**src/rtl/bsg_dfi_clk_gate_pkg.sv**
```systemverilog
// Shared types for the DFI/AXI clock-gate recovery block: state encoding and width.
package bsg_dfi_clk_gate_pkg;

  localparam int unsigned state_width_lp = 3;

  typedef enum logic [state_width_lp-1:0] {
    IDLE      = 3'd0,
    WAIT_GATE = 3'd1,
    FLUSH     = 3'd2,
    HOLD      = 3'd3,
    RELEASE   = 3'd4
  } state_e;

endpackage

```
**src/rtl/bsg_dfi_recovery_sat_counter.sv**
```systemverilog
// Saturating up-counter with synchronous reset, clear and enable; stops at max_p.
module bsg_dfi_recovery_sat_counter #(
  parameter int unsigned      width_p = 8,
  parameter logic [width_p-1:0] max_p = '1
) (
  input  logic               clk_i,
  input  logic               reset_i,
  input  logic               clear_i,
  input  logic               en_i,
  output logic [width_p-1:0] count_o
);

  always_ff @(posedge clk_i) begin
    if (reset_i || clear_i) begin
      count_o <= '0;
    end else if (en_i && (count_o != max_p)) begin
      count_o <= count_o + width_p'(1);
    end
  end

endmodule

```
**src/rtl/bsg_dfi_clk_gate_recovery.sv**
```systemverilog
// AXI-side overflow detection and clock-gate recovery sequencer for the DFI/AXI async FIFO.
// Optional manual release (HOLD state) enabled by BSG_DFI_CLK_GATE_RECOVERY_MANUAL_RELEASE_EN.
module bsg_dfi_clk_gate_recovery
  import bsg_dfi_clk_gate_pkg::*;
#(
  parameter int unsigned flush_hold_p   = 4,
  parameter int unsigned gate_timeout_p = 1024,
  parameter int unsigned count_width_p  = 8
) (
  input  logic                     axi_clk_i,
  input  logic                     axi_reset_i,
  input  logic                     fifo_v_i,
  input  logic                     fifo_full_i,
  input  logic                     fifo_empty_i,
  input  logic                     user_clk_gate_i,
  input  logic                     clear_i,
  input  logic                     release_i,
  output logic                     axi_fifo_error_o,
  output logic                     flush_o,
  output logic                     busy_o,
  output logic                     timeout_o,
  output logic [count_width_p-1:0] error_count_o
);

  localparam int unsigned timer_width_lp = (gate_timeout_p > 1) ? $clog2(gate_timeout_p) : 1;
  localparam int unsigned empty_width_lp = $clog2(flush_hold_p + 1);
  localparam logic [timer_width_lp-1:0] timer_max_lp  = timer_width_lp'(gate_timeout_p - 1);
  localparam logic [empty_width_lp-1:0] empty_last_lp = empty_width_lp'(flush_hold_p - 1);

  state_e state_q, state_n;
  logic   error_q, flush_q, busy_q, timeout_q, fired_q;
  logic   error_n, flush_n, busy_n, timeout_n, fired_n;
  logic   overflow, timeout_set, flush_done;
  logic [timer_width_lp-1:0] timer;
  logic [empty_width_lp-1:0] empty_cnt;

  assign overflow   = fifo_v_i & fifo_full_i;
  assign flush_done = fifo_empty_i & (empty_cnt == empty_last_lp);
  // One-shot: fires once per WAIT_GATE visit so a later clear_i can drop the flag.
  assign timeout_set = (state_q == WAIT_GATE) & ~user_clk_gate_i
                     & (timer == timer_max_lp) & ~fired_q;

`ifndef BSG_DFI_CLK_GATE_RECOVERY_MANUAL_RELEASE_EN
  logic unused_release;
  assign unused_release = release_i;
`endif

  // Next state and next registered outputs.
  always_comb begin
    state_n = state_q;
    case (state_q)
      IDLE:      if (overflow) state_n = WAIT_GATE;
      WAIT_GATE: if (user_clk_gate_i) state_n = FLUSH;
`ifdef BSG_DFI_CLK_GATE_RECOVERY_MANUAL_RELEASE_EN
      FLUSH:     if (flush_done) state_n = HOLD;
      HOLD:      if (release_i) state_n = RELEASE;
`else
      FLUSH:     if (flush_done) state_n = RELEASE;
`endif
      RELEASE:   if (!user_clk_gate_i) state_n = IDLE;
      default:   state_n = IDLE;
    endcase

    error_n   = (state_n == WAIT_GATE) || (state_n == FLUSH) || (state_n == HOLD);
    flush_n   = (state_n == FLUSH);
    busy_n    = (state_n != IDLE);
    fired_n   = (state_q == WAIT_GATE) & (fired_q | timeout_set);
    timeout_n = timeout_set ? 1'b1 : (clear_i ? 1'b0 : timeout_q);
  end

  always_ff @(posedge axi_clk_i) begin
    if (axi_reset_i) begin
      state_q   <= IDLE;
      error_q   <= 1'b0;
      flush_q   <= 1'b0;
      busy_q    <= 1'b0;
      timeout_q <= 1'b0;
      fired_q   <= 1'b0;
    end else begin
      state_q   <= state_n;
      error_q   <= error_n;
      flush_q   <= flush_n;
      busy_q    <= busy_n;
      timeout_q <= timeout_n;
      fired_q   <= fired_n;
    end
  end

  bsg_dfi_recovery_sat_counter #(
    .width_p(timer_width_lp),
    .max_p  (timer_max_lp)
  ) timer_cnt (
    .clk_i  (axi_clk_i),
    .reset_i(axi_reset_i),
    .clear_i(state_q != WAIT_GATE),
    .en_i   (~user_clk_gate_i),
    .count_o(timer)
  );

  // Counts consecutive empty cycles while flushing; any non-empty cycle restarts it.
  bsg_dfi_recovery_sat_counter #(
    .width_p(empty_width_lp),
    .max_p  (empty_width_lp'(flush_hold_p))
  ) empty_cnt_inst (
    .clk_i  (axi_clk_i),
    .reset_i(axi_reset_i),
    .clear_i((state_q != FLUSH) | ~fifo_empty_i),
    .en_i   (fifo_empty_i),
    .count_o(empty_cnt)
  );

  bsg_dfi_recovery_sat_counter #(
    .width_p(count_width_p)
  ) error_cnt (
    .clk_i  (axi_clk_i),
    .reset_i(axi_reset_i),
    .clear_i(clear_i),
    .en_i   ((state_q == RELEASE) & ~user_clk_gate_i),
    .count_o(error_count_o)
  );

  assign axi_fifo_error_o = error_q;
  assign flush_o          = flush_q;
  assign busy_o           = busy_q;
  assign timeout_o        = timeout_q;

endmodule

```
**config.mk**
```make
export PLATFORM = sky130hd
export DESIGN_NAME = bsg_dfi_clk_gate_recovery
export DESIGN_NICKNAME = d
export VERILOG_FILES = /design/src/rtl/bsg_dfi_clk_gate_pkg.sv /design/src/rtl/bsg_dfi_recovery_sat_counter.sv /design/src/rtl/bsg_dfi_clk_gate_recovery.sv
export SDC_FILE = /design/constraint.sdc
export NUM_CORES = 1
export LEC_CHECK = 0
export ABC_AREA = 1
export ABC_CLOCK_PERIOD_IN_PS = 1650
export CORE_MARGIN = 8
export CORE_UTILIZATION = 54
export DETAILED_ROUTE_END_ITERATION = 6
export PLACE_DENSITY = 0.78
export RECOVER_POWER = 50
export SLEW_MARGIN = 40
export SYNTH_ARGS = -nofsm -noshare
export SYNTH_HDL_FRONTEND = slang
export SYNTH_SLANG_ARGS = --single-unit
```
**constraint.sdc**
```tcl
create_clock -name axi_clk_i -period 1.65 [get_ports axi_clk_i]
set_input_delay 0.33 -clock axi_clk_i [delete_from_list [all_inputs] [get_ports axi_clk_i]]
set_output_delay 0.33 -clock axi_clk_i [all_outputs]
set_load 0.01 [all_outputs]
```
==> results.yml <==
run_status:
  outcome: "complete, no violations"
clocking:
  holdBufCountCts: 0
  cts_tree: "built"
  cts.clk_slew.worst_paths_ns: 0.09
  root_buffer: "clkbuf_4"
  postCtsSetupRepairBufs: 0
  cts_made_buffers: 5
  cts_buffer_depth: 2
  clock_latency_ns: 0.32
  cts.sinks: 29
  cts.htree.levels: 2
layout:
  diodes: 0
  multiInputGateArea_sq_um: 802.0
  final_cell_mix: "nand2_1, inv_1, nor2_1, nand3_1, dfxtp_1"
  final_common_cell: "nand2_1"
  syn_to_final_growth_pct: 21.56
  layout-drive-gt1-share_pct: 8.712
  layout.nets: 276
  seqCellArea_sq_um: 586.8
  fillCellCount: 259
worst_hold_path:
  hold_start: "timeout_o"
  hold_end: "timeout_o"
  hold_path_class: "reg -> reg"
  hold_depth: 2
drt:
  firstDrtPassIters: 4
  drc_errors: 0
  viasPerCell: 4.997
  postRouteAntennaNets: 0
  drt_iter0_drc: 92
  finalWirelength_mm: 3.004
  vias: 1474
  wl_per_cell_um: 10.18
floorplanning:
  start_util_pct: 56.09
  die_h_um: 69.06
  die_w_um: 69.06
  rows: 19
  boundaryPins: 20
  core-area_sq_um: 2710
  fp.dieArea_sq_um: 4769
global_route:
  antenna_found_initial: 0
  grtUsageTotal_pct: 13.26
  grt_pass1_wl_mm: 5.478
  grt.overflow.total: 0
  grt_max_degree: 15
  grt_pass1_vias: 1338
yosys:
  synth_area_sq_um: 1520
  yosys-mux-area-fraction_pct: 0
  synth_seq_area_share_pct: 38.19
  ys_ff_latch: 29
  synthCells: 231
  synth_compound_area_share_pct: 7.737
  synth_warnings: 0
  synth_top_family_by_area: "simple AND/OR/NAND/NOR gates"
  synth_nets: 244
  synthDistinctLibCells: 20
  synthAdderAreaFrac_pct: 4.115
  avgSynthCellArea_sq_um: 6.581
  synth-xor-area-share_pct: 2.305
  synth_simple_gate_area_share_pct: 38.77
timing:
  slew_violations: 0
  rsz0062_at_grt: "false"
  setup_slack_ns: 0.05767
  worst_pin_slew_ns: 0.2605
  min_period_ns: 1.592
  hold_viol_final: 0
  min_period_over_period_pct: 96.51
  fin_skew_ns: 0.007683
  setup-violations-final: 0
  tns_ns: 0
  max_slew_margin_pct: 82.45
  max_freq_mhz: 628.0
setup_path:
  r2r_end: "timer_cnt.count_o[6]"
  path_max_fanout: 6
  reg2reg_depth: 6
  crit_family: "buffers and inverters"
  path_buf_inv: 1
  start_kind: "flop"
  cp_slowest_stage_delay_ns: 0.56
  cp_cell_sequence: "clkdlybuf4s50_1"
  worstPathArrival_ns: 1.26
  rr_startpoint: "timer_cnt.count_o[0]"
  slowest_stage: "clkdlybuf4s50_1"
  reg2reg_slack_ns: 0.16
  criticalPathCategory: "reg -> out"
  worst_ep_required_time_ns: 1.32
  cp-end-kind: "primary output"
power_and_ir_drop:
  total_leakage_power_nw: 0.7431
  ir_worst_vdd_v: 0.0006171
  p_total_w: 0.001195
  p_per_area_nw_per_um2: 646.8
flow_run:
  max_cap_violations: 0
placed_design:
  place_ws_ns: 0.03391
  gp_congestion: 0.8528
  dp_hpwl_mm: 2.249
  io_buffers: 18
## synthesized netlist by cell type
master    instances  area share (%)
nand2_1          64              16
inv_1            34             8.4
nor2_1           34             8.4
dfxtp_1          29              38
nand3_1          25             8.2
a21oi_1          14             4.6
o21ai_0           7             2.3
ha_1              5             4.1
nand4_1           4             1.6
nand2_2           2            0.82
nor2_4            2             1.5
xnor2_1           2             1.2
xor2_1            2             1.2
a31oi_1           1            0.41
clkbuf_1          1            0.25
clkinv_1          1            0.25
nand2_4           1            0.74
nand3_4           1             1.2
nand3b_1          1            0.49
o22ai_1           1            0.41
## metal layers
layer / up-vias / global-route usage [%] / part of all wire [%]
li1: 790 / - / -
met1: 653 / 15.84 / 50
met2: 27 / 20.29 / 43
met3: 4 / 4.864 / 5.6
met4: 0 / 6.606 / 1.4
met5: - / 0 / 0
## metrics by stage
step                hold WS (ns)  util, %  area (sq um)  cells
global route              0.4936    68.19          1848    295
finish                    0.4681    68.19          1848    295
CTS                       0.4740    68.14          1847    295
global placement          0.4525    66.25          1795    287
floorplan                 0.4389        -          1520    231
detailed placement        0.4603    66.25          1795    287
## how the worst max path moves through the flow
| stage | start | endpoint | slack [ns] | cells after the start |
|---|---|---|---|---|
| 6_report | error_cnt.count_o[3] | error_count_o[3] | 0.06 | 1 |
| 5_1_grt | error_cnt.count_o[4] | error_count_o[4] | 0.003 | 1 |
| 4_1_cts | error_cnt.count_o[0] | error_count_o[0] | 0.003 | 1 |
| 3_5_place_dp | user_clk_gate_i | error_cnt.count_o[1] | 0.03 | 8 |
| 3_3_place_gp | user_clk_gate_i | error_cnt.count_o[7] | 0.07 | 8 |
| 2_1_floorplan | error_cnt.count_o[1] | error_cnt.count_o[1] | 0.32 | 8 |
## state kept, by name, indices dropped and copies added, names as in the netlist
register and flops:
timer_cnt.count_o 10, error_cnt.count_o 8, empty_cnt_inst.count_o 3, state_q 3, axi_fifo_error_o 1, busy_o 1
fired_q 1, flush_o 1, timeout_o 1
## power by group
part,internal [W],switching [W],total [W],leakage [nW]
sequential,0.000708,0.00000451,0.000712,0.237
combinational,0.0000378,0.0000408,0.0000787,0.480
clock,0.000170,0.000234,0.000404,0.0265
total,0.000916,0.000280,0.00120,0.743
## area by class of cell
type | count | share of cell area [%]
clock buffer | 8 | 2.640
inverter | 35 | 7.109
multi-input combinational | 166 | 43.40
sequential | 29 | 31.75
tap | 31 | 2.099
timing repair buffer | 26 | 13.00
## cell families (layout without fill, tap and decap cells)
group	count (synthesis)	in the layout
simple gates	134	134
buf+inv	36	69
flops	29	29
compound gates	23	23
fa+ha+maj	5	5
xor+xnor	4	4
## timing repair
item,CTS,global route
gates resized for setup,2,3
pin swaps,0,0
endpoints found under the setup margin,2,3
No activity file was read; power rests on OpenSTA's default activity.
